$ cat src/rtl/kmeans_k2n2_acc_if.sv
// rtl/kmeans_k2n2_acc_if.sv - sample/centroid bus between the kmeans pipeline and the centroid accumulator
interface kmeans_k2n2_acc_if #(
    parameter int data_width = 16
);
    logic                  start;
    logic                  in_valid;
    logic [data_width-1:0] in_d0;
    logic [data_width-1:0] in_d1;
    logic                  in_k;
    logic [data_width-1:0] cur_k0_0;
    logic [data_width-1:0] cur_k0_1;
    logic [data_width-1:0] cur_k1_0;
    logic [data_width-1:0] cur_k1_1;
    logic [data_width-1:0] new_k0_0;
    logic [data_width-1:0] new_k0_1;
    logic [data_width-1:0] new_k1_0;
    logic [data_width-1:0] new_k1_1;
    logic                  out_valid;
    logic                  busy;
    logic                  converged;

    modport master (
        output start, in_valid, in_d0, in_d1, in_k,
        output cur_k0_0, cur_k0_1, cur_k1_0, cur_k1_1,
        input  new_k0_0, new_k0_1, new_k1_0, new_k1_1,
        input  out_valid, busy, converged
    );

    modport slave (
        input  start, in_valid, in_d0, in_d1, in_k,
        input  cur_k0_0, cur_k0_1, cur_k1_0, cur_k1_1,
        output new_k0_0, new_k0_1, new_k1_0, new_k1_1,
        output out_valid, busy, converged
    );
endinterface

$ cat src/rtl/kmeans_k2n2_acc.sv
// rtl/kmeans_k2n2_acc.sv - k=2, 2-D centroid accumulator with serial restoring divider (optional KMEANS_ACC_CONVERGE_EN)
module kmeans_k2n2_acc #(
    parameter int data_width           = 16,
    parameter int n_input_data_b_depth = 8,
    parameter int n_input_data         = 256
) (
    input logic              clk,
    input logic              rst,
    kmeans_k2n2_acc_if.slave bus
);
    localparam int acc_width = data_width + n_input_data_b_depth;
    localparam int cnt_width = n_input_data_b_depth + 1;
    localparam int bit_width = $clog2(acc_width);
    localparam logic [bit_width-1:0] BIT_LAST = bit_width'(acc_width - 1);
    localparam logic [cnt_width-1:0] ACC_LAST = cnt_width'(n_input_data - 1);

    typedef enum logic [1:0] {IDLE, ACC, DIV, DONE} state_t;

    state_t                state_q;
    // sum index = {cluster, coordinate}
    logic [acc_width-1:0]  sum_q [4];
    logic [cnt_width-1:0]  cnt_q [2];
    logic [cnt_width-1:0]  acc_cnt_q;
    logic [1:0]            slot_q;
    logic [bit_width-1:0]  bit_q;
    logic [acc_width-1:0]  dvd_q;
    logic [acc_width-1:0]  rem_q;
    logic [data_width-1:0] quo_q;
    logic [data_width-1:0] res_q [3];
    logic [data_width-1:0] new_q [4];
    logic                  out_valid_q;
    logic                  busy_q;

    logic [data_width-1:0] cur_sel;
    logic [acc_width-1:0]  sel_sum;
    logic [cnt_width-1:0]  sel_cnt;
    logic [acc_width-1:0]  dvd_in;
    logic [acc_width-1:0]  rem_in;
    logic [data_width-1:0] quo_in;
    logic [acc_width:0]    trial;
    logic [acc_width:0]    diff;
    logic                  qbit;
    logic [acc_width-1:0]  dvd_d;
    logic [acc_width-1:0]  rem_d;
    logic [data_width-1:0] quo_d;
    logic [data_width-1:0] result_d;

    // One restoring-divider step for the current slot; a new slot restarts from the selected sum.
    // Only the low data_width quotient bits are kept, which is exactly the truncated result.
    always_comb begin
        cur_sel = bus.cur_k0_0;
        case (slot_q)
            2'd0: cur_sel = bus.cur_k0_0;
            2'd1: cur_sel = bus.cur_k0_1;
            2'd2: cur_sel = bus.cur_k1_0;
            default: cur_sel = bus.cur_k1_1;
        endcase
        sel_sum  = sum_q[slot_q];
        sel_cnt  = cnt_q[slot_q[1]];
        dvd_in   = (bit_q == '0) ? sel_sum : dvd_q;
        rem_in   = (bit_q == '0) ? '0 : rem_q;
        quo_in   = (bit_q == '0) ? '0 : quo_q;
        trial    = {rem_in, dvd_in[acc_width-1]};
        diff     = trial - {{data_width{1'b0}}, sel_cnt};
        qbit     = ~diff[acc_width];
        rem_d    = qbit ? diff[acc_width-1:0] : trial[acc_width-1:0];
        quo_d    = {quo_in[data_width-2:0], qbit};
        dvd_d    = {dvd_in[acc_width-2:0], 1'b0};
        result_d = (sel_cnt == '0) ? cur_sel : quo_d;
    end

`ifdef KMEANS_ACC_CONVERGE_EN
    logic converged_q;
`endif

    // Control FSM, accumulation, divider sequencing and registered outputs.
    always_ff @(posedge clk) begin
        if (rst) begin
            state_q     <= IDLE;
            for (int i = 0; i < 4; i++) sum_q[i] <= '0;
            for (int i = 0; i < 2; i++) cnt_q[i] <= '0;
            for (int i = 0; i < 3; i++) res_q[i] <= '0;
            for (int i = 0; i < 4; i++) new_q[i] <= '0;
            acc_cnt_q   <= '0;
            slot_q      <= '0;
            bit_q       <= '0;
            dvd_q       <= '0;
            rem_q       <= '0;
            quo_q       <= '0;
            out_valid_q <= 1'b0;
            busy_q      <= 1'b0;
`ifdef KMEANS_ACC_CONVERGE_EN
            converged_q <= 1'b0;
`endif
        end else begin
            out_valid_q <= 1'b0;
            case (state_q)
                IDLE: begin
                    if (bus.start) begin
                        for (int i = 0; i < 4; i++) sum_q[i] <= '0;
                        for (int i = 0; i < 2; i++) cnt_q[i] <= '0;
                        acc_cnt_q <= '0;
                        busy_q    <= 1'b1;
                        state_q   <= ACC;
                    end
                end
                ACC: begin
                    if (bus.in_valid) begin
                        sum_q[{bus.in_k, 1'b0}] <= sum_q[{bus.in_k, 1'b0}]
                                                   + {{n_input_data_b_depth{1'b0}}, bus.in_d0};
                        sum_q[{bus.in_k, 1'b1}] <= sum_q[{bus.in_k, 1'b1}]
                                                   + {{n_input_data_b_depth{1'b0}}, bus.in_d1};
                        cnt_q[bus.in_k] <= cnt_q[bus.in_k] + 1'b1;
                        acc_cnt_q       <= acc_cnt_q + 1'b1;
                        if (acc_cnt_q == ACC_LAST) begin
                            slot_q  <= '0;
                            bit_q   <= '0;
                            state_q <= DIV;
                        end
                    end
                end
                DIV: begin
                    dvd_q <= dvd_d;
                    rem_q <= rem_d;
                    quo_q <= quo_d;
                    if (bit_q == BIT_LAST) begin
                        bit_q <= '0;
                        case (slot_q)
                            2'd0: res_q[0] <= result_d;
                            2'd1: res_q[1] <= result_d;
                            2'd2: res_q[2] <= result_d;
                            default: begin
                                new_q[0]    <= res_q[0];
                                new_q[1]    <= res_q[1];
                                new_q[2]    <= res_q[2];
                                new_q[3]    <= result_d;
                                out_valid_q <= 1'b1;
                                busy_q      <= 1'b0;
                                state_q     <= DONE;
`ifdef KMEANS_ACC_CONVERGE_EN
                                converged_q <= (res_q[0] == bus.cur_k0_0) && (res_q[1] == bus.cur_k0_1)
                                            && (res_q[2] == bus.cur_k1_0) && (result_d == bus.cur_k1_1);
`endif
                            end
                        endcase
                        slot_q <= slot_q + 1'b1;
                    end else begin
                        bit_q <= bit_q + 1'b1;
                    end
                end
                default: begin
                    state_q <= IDLE;
                end
            endcase
        end
    end

    assign bus.new_k0_0  = new_q[0];
    assign bus.new_k0_1  = new_q[1];
    assign bus.new_k1_0  = new_q[2];
    assign bus.new_k1_1  = new_q[3];
    assign bus.out_valid = out_valid_q;
    assign bus.busy      = busy_q;
`ifdef KMEANS_ACC_CONVERGE_EN
    assign bus.converged = converged_q;
`else
    assign bus.converged = 1'b0;
`endif
endmodule

$ cat src/flat_wrapper.sv
// flat-port wrapper written by rule: the top's interface ports become plain ports
module kmeans_k2n2_acc_flat 
#(
    parameter int data_width           = 16,
    parameter int n_input_data_b_depth = 8,
    parameter int n_input_data         = 256
)
  (clk, rst, bus_start, bus_in_valid, bus_in_d0, bus_in_d1, bus_in_k, bus_cur_k0_0, bus_cur_k0_1, bus_cur_k1_0, bus_cur_k1_1, bus_new_k0_0, bus_new_k0_1, bus_new_k1_0, bus_new_k1_1, bus_out_valid, bus_busy, bus_converged);
  kmeans_k2n2_acc_if #(.data_width(data_width)) bus_i ();
  input logic clk;
  input logic rst;
  input wire logic [$bits(bus_i.start)-1:0] bus_start;
  input wire logic [$bits(bus_i.in_valid)-1:0] bus_in_valid;
  input wire logic [$bits(bus_i.in_d0)-1:0] bus_in_d0;
  input wire logic [$bits(bus_i.in_d1)-1:0] bus_in_d1;
  input wire logic [$bits(bus_i.in_k)-1:0] bus_in_k;
  input wire logic [$bits(bus_i.cur_k0_0)-1:0] bus_cur_k0_0;
  input wire logic [$bits(bus_i.cur_k0_1)-1:0] bus_cur_k0_1;
  input wire logic [$bits(bus_i.cur_k1_0)-1:0] bus_cur_k1_0;
  input wire logic [$bits(bus_i.cur_k1_1)-1:0] bus_cur_k1_1;
  output wire logic [$bits(bus_i.new_k0_0)-1:0] bus_new_k0_0;
  output wire logic [$bits(bus_i.new_k0_1)-1:0] bus_new_k0_1;
  output wire logic [$bits(bus_i.new_k1_0)-1:0] bus_new_k1_0;
  output wire logic [$bits(bus_i.new_k1_1)-1:0] bus_new_k1_1;
  output wire logic [$bits(bus_i.out_valid)-1:0] bus_out_valid;
  output wire logic [$bits(bus_i.busy)-1:0] bus_busy;
  output wire logic [$bits(bus_i.converged)-1:0] bus_converged;
  assign bus_i.start = bus_start;
  assign bus_i.in_valid = bus_in_valid;
  assign bus_i.in_d0 = bus_in_d0;
  assign bus_i.in_d1 = bus_in_d1;
  assign bus_i.in_k = bus_in_k;
  assign bus_i.cur_k0_0 = bus_cur_k0_0;
  assign bus_i.cur_k0_1 = bus_cur_k0_1;
  assign bus_i.cur_k1_0 = bus_cur_k1_0;
  assign bus_i.cur_k1_1 = bus_cur_k1_1;
  assign bus_new_k0_0 = bus_i.new_k0_0;
  assign bus_new_k0_1 = bus_i.new_k0_1;
  assign bus_new_k1_0 = bus_i.new_k1_0;
  assign bus_new_k1_1 = bus_i.new_k1_1;
  assign bus_out_valid = bus_i.out_valid;
  assign bus_busy = bus_i.busy;
  assign bus_converged = bus_i.converged;
  kmeans_k2n2_acc #(.data_width(data_width), .n_input_data_b_depth(n_input_data_b_depth), .n_input_data(n_input_data)) u_core (.clk(clk), .rst(rst), .bus(bus_i));
endmodule
$ cat config.mk
export PLATFORM = sky130hd
export DESIGN_NAME = kmeans_k2n2_acc_flat
export DESIGN_NICKNAME = d
export VERILOG_FILES = /design/src/rtl/kmeans_k2n2_acc_if.sv /design/src/rtl/kmeans_k2n2_acc.sv /design/src/flat_wrapper.sv
export SDC_FILE = /design/constraint.sdc
export NUM_CORES = 1
export LEC_CHECK = 0
export ABC_AREA = 1
export CAP_MARGIN = 20
export CORE_AREA = 2 2 179 181
export DETAILED_ROUTE_END_ITERATION = 8
export DIE_AREA = 0 0 181 183
export PLACE_DENSITY = 0.8
export RECOVER_POWER = 25
export SETUP_SLACK_MARGIN = 0.4
export SLEW_MARGIN = 20
export SYNTH_ARGS = -nofsm -noshare
export SYNTH_HDL_FRONTEND = slang
export SYNTH_SLANG_ARGS = --single-unit
export TNS_END_PERCENT = 100
$ cat constraint.sdc
create_clock -name clk -period 5.6 [get_ports clk]
set_input_delay 0.84 -clock clk [delete_from_list [all_inputs] [get_ports clk]]
set_output_delay 0.84 -clock clk [all_outputs]
set_load 0.02 [all_outputs]
# Yosys cells after proc, flatten, opt, wreduce, memory -nomap -nowiden
# Memory sizes are Yosys's and may differ from the RTL's. A register that Yosys moved wholly into a read port is not among the register bits.
# Cells that the tools add are included.
[word_totals]
register_bits = 82
latchBits = 0
mem_bits_rw = 226
mem_bits_ro = 0
input_bits = 101
output_inout_bits = 67
elab_cells = 144
n_memories = 4
[mem_list]
columns = ["name", "words", "width", "rd", "rd_ports_with_merged_regs", "write_ports", "line", "source"]
rows = [
  ["u_core.sum_q", 4, 24, 3, 1, 4, "kmeans_k2n2_acc.sv:21", "logic [acc_width-1:0] sum_q [4];"],
  ["u_core.new_q", 4, 16, 4, 0, 4, "kmeans_k2n2_acc.sv:30", "logic [data_width-1:0] new_q [4];"],
  ["u_core.res_q", 3, 16, 3, 0, 3, "kmeans_k2n2_acc.sv:29", "logic [data_width-1:0] res_q [3];"],
  ["u_core.cnt_q", 2, 9, 2, 1, 2, "kmeans_k2n2_acc.sv:22", "logic [cnt_width-1:0] cnt_q [2];"],
]
[classes]
add_sub_neg = 7
n_mul = 0
n_div = 0
n_lt_le_gt_ge = 0
eq_ne = 11
shift = 0
muxes = 83
bitwise_logic = 14
n_reduce_logical = 16
[op_table]
columns = ["op", "count"]
rows = [
  ["24-bit two-way mux", 9],
  ["16-bit two-way mux", 8],
  ["24-bit by 16-bit adder with 24-bit output", 2],
  ["16-bit case mux with 3 select lines", 1],
  ["24-bit OR reduction", 2],
  ["9-bit two-way mux", 5],
  ["1-bit two-way mux", 39],
  ["25-bit by 9-bit subtractor with 25-bit output", 1],
  ["2-bit two-way mux", 12],
  ["9-bit by 1-bit adder with 9-bit output (second input constant)", 2],
  ["9-bit case mux with 2 select lines", 1],
  ["15-bit two-way mux", 1],
  ["5-bit two-way mux", 3],
  ["1-bit OR", 13],
  ["5-bit case mux with 2 select lines", 1],
  ["9-bit by 8-bit equality test with 1-bit output (second input constant)", 1],
  ["9-bit zero test", 1],
  ["9-bit OR reduction", 1],
  ["4-bit AND reduction", 2],
  ["2-bit != test (second input constant)", 3],
  ["2-bit case mux with 3 select lines", 1],
  ["3-bit AND reduction", 2],
  ["2-bit nonzero test", 3],
  ["5-bit by 1-bit adder with 5-bit output (second input constant)", 1],
  ["other kinds (12)", 16],
]

# Depth between registers and ports, before layout
# Gate-level depths: netlist (run 1).
[depth]
word_depth = 8
mapped_depth = 27

# Worst setup path after synthesis (run 1)
# Ideal clock, no wire load.
[synth_path]
kind = "input-to-reg"
start = "input port bus_in_k"
end = "memory u_core.sum_q[1][20] (netlist name) (data pin)"
arrival_ps = 3964
required_ps = 5334
setup_slack_ps = 1370
cell_stages = 18
path_cell_list = "buf_2 buf_2 buf_2 buf_1 buf_1 nand2_1 nand2_1 ha_1 inv_1 fa_1 o21ai_0 a31oi_1 o21ai_0 nand3_1 nand2_1 nand2_1 xnor2_1 nor2_1"
[synth_lines]
columns = ["item", "line", "source"]
rows = [
  ["start, declared", "flat_wrapper.sv:16", "input wire logic [$bits(bus_i.in_k)-1:0] bus_in_k;"],
  ["end, declared", "kmeans_k2n2_acc.sv:21", ""],
]

==> results of run 1 <==
[metal layers]
metal	global-route usage (%)	vias to the layer above
met1	32.69	6811
met2	44.55	705
li1	-	7085
met5	0	-
met4	8.195	0
met3	4.468	87
[critical path, stage by stage]
cell and delay [ns]:
dlygate4sd3_1 0.53, clkbuf_1 1.27, nor2_1 0.28, nand2_2 0.15
nand2_1 1.13, buf_4 0.66
[power by group through the flow]
stage	Clock, mW	Sequential [mW]	Combinational, mW
finish	2.13	3.10	3.81
global route	2.24	3.13	4.29
CTS	2.15	3.08	3.76
detailed placement	0	3.13	3.72
global placement	0	3.11	3.63
floorplan	0	3.09	2.91
[metrics by stage]
stage / cell area (um^2) / instances / utilization [%]
global placement: 18760 / 2543 / 60.07
detailed placement: 18760 / 2543 / 60.07
global route: 19800 / 2600 / 63.39
CTS: 19810 / 2599 / 63.43
finish: 19800 / 2600 / 63.39
floorplan: 16860 / 2053 / -
[cells in the mapped netlist, types with 3 or more instances]
cell type and count:
a22o_1 3, edfxtp_1 226, nor3_1 13, nand3b_1 5, a21o_1 9, or2_2 10
nand3_1 71, nand2_2 11, buf_4 3, buf_1 11, fa_1 3, o21ai_2 3
a211oi_1 4, mux2i_1 4, o21ai_0 158, o21bai_1 6, o22ai_1 24, inv_1 199
xnor2_1 19, nand4_1 20, o211ai_1 3, buf_2 11, inv_2 5, o21ai_1 5
buf_6 4, nand3_2 5, a31oi_1 16, clkbuf_1 68, nand2_1 439, a21oi_1 155
nor2_1 340, ha_1 53, dfxtp_1 84, nor4_1 4, xor2_1 34, a311oi_1 10
[final cells by class]
cell class | count | area (um^2) | area share, %
clock inverters | 23 | 279.0 | 1.409
inverters | 204 | 765.7 | 3.868
clock buffers | 33 | 772.0 | 3.899
flip-flops and latches | 310 | 8468 | 42.77
multi-input cells | 1442 | 7218 | 36.46
repair buffers | 185 | 1789 | 9.038
diodes | 1 | 2.502 | 0.01264
well taps | 402 | 503.0 | 2.541
[final timing paths]
path | startpoint | end
setup / recovery | rst | u_core.sum_q[2][18]
hold / removal | u_core.acc_cnt_q[7] | u_core.acc_cnt_q[7]
setup reg to reg | register | u_core.rem_q[17]
hold reg to reg | u_core.acc_cnt_q[7] | u_core.acc_cnt_q[7]
[flip-flops by register name (all words and copies together), names as in the netlist, named ones only]
signal	flops
u_core.rem_q	24
u_core.state_q	2
u_core.bus.busy	1
u_core.dvd_q	23
u_core.cnt_q	18
u_core.bit_q	5
u_core.bus.out_valid	1
u_core.acc_cnt_q	9
u_core.quo_q	15
u_core.new_q	64
u_core.res_q	48
u_core.slot_q	2
u_core.sum_q	96
[cell usage in the layout, fill, tap and decap left out, drive strengths merged, types with 5 or more instances in the layout]
cell type,n
a21o,9
a21oi,157
a311oi,10
a31oi,16
buf,17
bufinv,5
clkbuf,36
clkdlybuf4s50,104
clkinv,12
clkinvlp,5
dfxtp,84
dlygate4sd3,61
edfxtp,226
ha,53
inv,205
nand2,450
nand3,76
nand3b,5
nand4,20
nor2,342
nor3,15
o21ai,166
o21bai,6
o22ai,24
or2,12
xnor2,19
xor2,34
[cell families after synthesis]
group                      count (synthesis)  synth area share, %
muxes                                      4               0.2375
and+or+nand+nor                          927                22.48
AOI/OAI and AO/OA                        401                12.97
buffers and inverters                    301                7.027
adders and majority gates                 56                4.289
xor gates and xnor gates                  53                2.753
DFF                                      310                50.22
other                                      1              0.02224
==> key figures, run 1 <==
Pwr
  • Switching share of power: 41.21%
  • VDD IR max: 318.8 uV
  • Sequential Power Share: 34.2%
  • Clock share of power: 23.6%
  • Overall power consumption: 9.040 mW
  • PwrDens: 456.6 nW/um^2
  • Leak pwr: 8.346 nW
  • Psw: 3.726 mW
  • P_int: 5.314 mW
  • Logic pwr share: 42.1%

Drt
  • Remaining antenna violation count: 0
  • Post-Route M1 WL: 17740 um
  • Via/cell ratio: 5.649
  • Via count: 14690
  • Final WL: 43330 um
  • Top Layer Used: met4
  • Initial DRT Pass Iterations: 5
  • 1st-iter DRT viols: 1796
  • WL/cell: 16.66 um
  • DRC: 0
  • Met3 wire length: 3921 um
  • DR WL met2: 20540 um

Yosys
  • Mean Syn Cell Area: 8.213 um^2
  • Post-synth top area share: 40.25%
  • EDFF count, synth: 226
  • Synth warn: 0
  • Syn nets: 2210
  • Sequential area share after synthesis: 50.22%
  • Ys async rst share: 0%
  • Cell taking the most area after synthesis: edfxtp_1
  • Top cells by area, synth: edfxtp_1 (40%), dfxtp_1 (10%), nand2_1 (9.8%)
  • Flop and latch count out of synthesis: 310
  • Distinct cells, synth: 47
  • Cell area after synthesis: 16860 um^2
  • Main synth FF type: edfxtp_1
  • Post-Syn Instances: 2053

Timing
  • Final period util: 82.73%
  • Final setup violation count: 0
  • Clock Skew: 0.02500 ns
  • Fin. max-slew vios: 127
  • Unrepaired setup endpoints after global routing: false
  • Max Clk Rate: 215.8 MHz
  • Slew @ Worst Pin: 1.996 ns
  • Worst setup margin: 0.9669 ns
  • Hold slack: 0.4507 ns
  • Post-route setup TNS: 0 ns
  • Fin. Hold Viols: 0
  • Minimum clock period: 4.633 ns
  • Slew headroom: -33.36%

Placed design
  • Detailed placement HPWL: 30170 um
  • I/O Buffers: 166
  • Worst slack, placed: 1.280 ns
  • RD Place Congestion: 0.9554

Clocking
  • Worst-case clock buffer depth: 3
  • CTS tree: built
  • H-tree depth: 1
  • Worst-path clk slew: 0.07 ns
  • Worst-Skew Late Latency: 0.58 ns
  • Cts repair resizes: 0
  • Setup repair bufs after CTS: 0
  • Clock sinks: 310
  • Post-CTS Hold Fix Bufs: 0
  • Cts bufs inserted: 30
  • Root buffer cell: clkbuf_16

Floorplanning
  • Die Ht: 183 um
  • Die Wd: 181 um
  • Placeable Area: 31230 um^2
  • Row count: 65
  • Starting Density: 53.99%
  • # IOs: 168
  • Full die area: 33120 um^2

Critical path
  • Worst EP arrival: 4.92 ns
  • Path depth of the worst reg2reg path: 21
  • Critical path startpoint category: primary input
  • Crit Path Class: primary input to register
  • CP Max Fanout: 42
  • CP Capture Type: register
  • Critical Path RT: 5.89 ns
  • Worst reg2reg setup slack: 1.28 ns

GRT
  • Vias in the first global route: 13800
  • Largest net degree at the start of global routing: 88
  • All-layer global routing usage: 25.60%
  • GRT overflow: 0
  • Initial antenna violation count: 1
  • Global-route wire length before repair: 69030 um

Finish
  • Share of cells above drive strength 1: 5.143%
  • Area grow syn2layout: 17.42%
  • Fillers: 2574
  • Nets: 2330

Min path
  • Hold path depth: 1
  • Hold Crit Class: register to register

Run status
  • Status: finished with violations
  • Failing checks: capacitance limit, slew limit

Job
  • Max cap viols: 3
Note: power is estimated with default switching activity, not from simulation.
==> run 2: changes to the inputs <==
CORE_AREA = 2 2 184 186   (was 2 2 179 181)
DIE_AREA = 0 0 186 188   (was 0 0 181 183)
clock period = 3.8 ns   (was 5.6 ns; I/O delays follow)
==> run 2 against run 1 <==
The flow still finishes with violations (capacitance limit, slew limit). First-iteration DRC count decreased by 22%. Clock power increased by 43%. Utilization decreased by 3.1 points. Sequential share of layout area decreased by 0.38 points. Count of clock-buffer cells in the layout increased by 9. Non-clock buffer count increased by 10. Total power increased by 50%. Worst setup slack got worse by 0.27 ns. Via count decreased by 0.69%. Register-to-register slack got worse by 0.58 ns. Global-route usage decreased by 1.3 points. Critical path type is now register to register. Largest power group unchanged.
==> key figures, run 2 (synthesis results as in run 1) <==
Clocking
  • H-tree depth: 1
  • Cts bufs inserted: 31
  • Root buffer cell: clkbuf_16
  • CTS tree: built
  • Worst-path clk slew: 0.06 ns
  • Worst-Skew Late Latency: 0.58 ns
  • Worst-case clock buffer depth: 3
  • Clock sinks: 310

Pwr
  • Switching share of power: 41.50%
  • PwrDens: 680.1 nW/um^2
  • Overall power consumption: 13.59 mW
  • VDD IR max: 516.0 uV
  • Leak pwr: 8.355 nW
  • Sequential Power Share: 33.6%
  • Psw: 5.639 mW
  • Clock share of power: 22.4%
  • P_int: 7.949 mW
  • Logic pwr share: 43.9%

Finish
  • Commonest non-fill, non-tap cell in the layout: nand2_1
  • Commonest non-fill, non-tap cells in the layout: nand2_1 (431), nor2_1 (338), edfxtp_1 (226)
  • Area grow syn2layout: 18.49%
  • Nets: 2341
  • Largest register FFs: 96
  • Reg with most FFs: u_core.sum_q
  • N_diodes: 0
  • Finished Cell Area: 19980 um^2
  • Share of cells above drive strength 1: 6.474%
  • Biggest regs: u_core.sum_q (96), u_core.new_q (64), u_core.res_q (48)

GRT
  • Initial antenna violation count: 1
  • Largest net degree at the start of global routing: 87
  • GRT overflow: 0
  • Vias in the first global route: 13850
  • All-layer global routing usage: 24.26%
  • Global-route wire length before repair: 68740 um

Min path
  • HP Start: u_core.acc_cnt_q[7]
  • Hold path depth: 1
  • WHS Endpoint: u_core.acc_cnt_q[7]
  • Hold Crit Class: register to register

Timing
  • Minimum clock period: 3.104 ns
  • Unrepaired setup endpoints after global routing: false
  • Fin. max-slew vios: 203
  • Slew headroom: -7.537%
  • Final period util: 81.67%
  • Fin. Hold Viols: 0
  • Slew @ Worst Pin: 1.613 ns
  • Clock Skew: 0.02196 ns
  • Final setup violation count: 0
  • Post-route setup TNS: 0 ns
  • Max Clk Rate: 322.2 MHz

Critical path
  • Crit-path leading delay family: simple AND/OR/NAND/NOR gates
  • Crit path depth: 23
  • CP max-delay cell: dfxtp_2
  • Crit path cell chain: inv_1, ha_1, inv_1, nor2_1, nand2_2, buf_4, nand2_1, inv_1, ha_1, nand3b_1, nand2_1, a21oi_1, nand2_1, nand2_1, nand2_1, nand2_1, nand3_1, nand2_1, nand2_1, nand2_1, nand3_1, nand2_1, inv_1
  • Critical Path RT: 4.27 ns
  • Reg-to-Reg End: u_core.rem_q[19]
  • Worst EP arrival: 3.57 ns
  • CP max stage delay: 0.33 ns
  • CP most frequent cell: nand2_1
  • Crit path buf inv count: 5
  • Critical path startpoint category: register
  • R2r startpoint: u_core.bit_q[0]
  • CP Capture Type: register
  • CP Max Fanout: 9
  • Path depth of the worst reg2reg path: 23
  • Worst reg2reg setup slack: 0.70 ns
  • Crit Path Class: register to register

Placed design
  • Detailed placement HPWL: 30120 um
  • RD Place Congestion: 0.8927
  • I/O Buffers: 166
  • DP Area: 18920 um^2

Drt
  • Via count: 14590
  • WL/cell: 16.34 um
  • DRC: 0
  • Final WL: 43430 um
  • 1st-iter DRT viols: 1393
  • Via/cell ratio: 5.490
  • Remaining antenna violation count: 0
  • Initial DRT Pass Iterations: 7

Run status
  • Status: finished with violations
  • Failing checks: capacitance limit, slew limit

Floorplanning
  • # IOs: 168
  • Die Wd: 186 um
  • Die Ht: 188 um
  • Full die area: 34970 um^2
  • Starting Density: 50.92%
  • Placeable Area: 33110 um^2
  • Row count: 67

Job
  • Max cap viols: 3
[run 2: cell types whose count changed in the layout (fill, tap and decap cells not counted), moves of 5 or more]
cell | previous run | this run
nand2_1 | 436 | 431
o21ai_0 | 159 | 154
clkdlybuf4s50_1 | 104 | 164
dlygate4sd3_1 | 61 | 1
buf_4 | 16 | 21
clkinvlp_4 | 5 | 0
clkinv_2 | 4 | 10
[run 2: worst max path at each step]
stage / startpoint / to / slack (ns)
detailed placement: bus_in_d1[0] / u_core.sum_q[3][20] / 0.24
finish: u_core.bit_q[0] / u_core.rem_q[19] / 0.70
floorplan: bus_in_k / u_core.sum_q[1][20] / 0.40
global route: u_core.bit_q[0] / u_core.rem_q[4] / 0.40
CTS: u_core.bit_q[0] / u_core.res_q[0][16] / 0.45
global placement: bus_in_d1[0] / u_core.sum_q[1][20] / 0.35
[run 2: power by group through the flow]
stage | Clock [mW] | Sequential, mW | Combinational (mW)
after floorplan | 0 | 4.55 | 4.31
after global placement | 0 | 4.58 | 5.51
after detailed placement | 0 | 4.61 | 5.65
after CTS | 3.09 | 4.54 | 5.81
after global routing | 3.23 | 4.62 | 6.67
final | 3.05 | 4.57 | 5.97
[run 2: area by class of cell]
class | count | area [um^2]
clock buffer | 42 | 889.6
clock inverter | 16 | 132.6
fill | 2737 | 13130
inverter | 204 | 768.2
multi-input combinational | 1442 | 7273
sequential | 310 | 8469
tap | 448 | 560.5
timing repair buffer | 195 | 1886
[run 2: metrics by stage]
step	worst slack, ns	utilization (%)	hold slack [ns]	instances
floorplan	0.4007	-	0.4148	2053
global placement	0.3479	57.15	0.4268	2596
detailed placement	0.2390	57.15	0.4339	2596
CTS	0.4460	60.33	0.4430	2656
global route	0.3979	60.34	0.4681	2657
finish	0.6965	60.34	0.4402	2657
[run 2: repair_timing]
| item | in CTS | in global routing |
|---|---|---|
| pin swaps | 3 | 3 |
| buffers inserted | 2 | 1 |
| hold buffers | 0 | 0 |
| gates resized for setup | 5 | 12 |
| gates cloned | 0 | 0 |
| endpoints found under the setup margin | 28 | 29 |
[run 2: routing by layer]
metal / vias up / GRT usage (%) / wire length (um)
li1: 7093 / - / -
met1: 6736 / 31.46 / 17740
met2: 662 / 41.72 / 20410
met3: 93 / 3.632 / 4152
met4: 2 / 7.450 / 1115
met5: - / 0 / 12
[run 2: worst register-to-register path: cells and delay by family (launching register included)]
| family | cells | cell delay, ns |
|---|---|---|
| compound gates | 1 | 0.15 |
| fa+ha+maj | 2 | 0.45 |
| buf+inv | 5 | 0.41 |
| flops | 1 | 0.33 |
| simple gates | 15 | 1.65 |
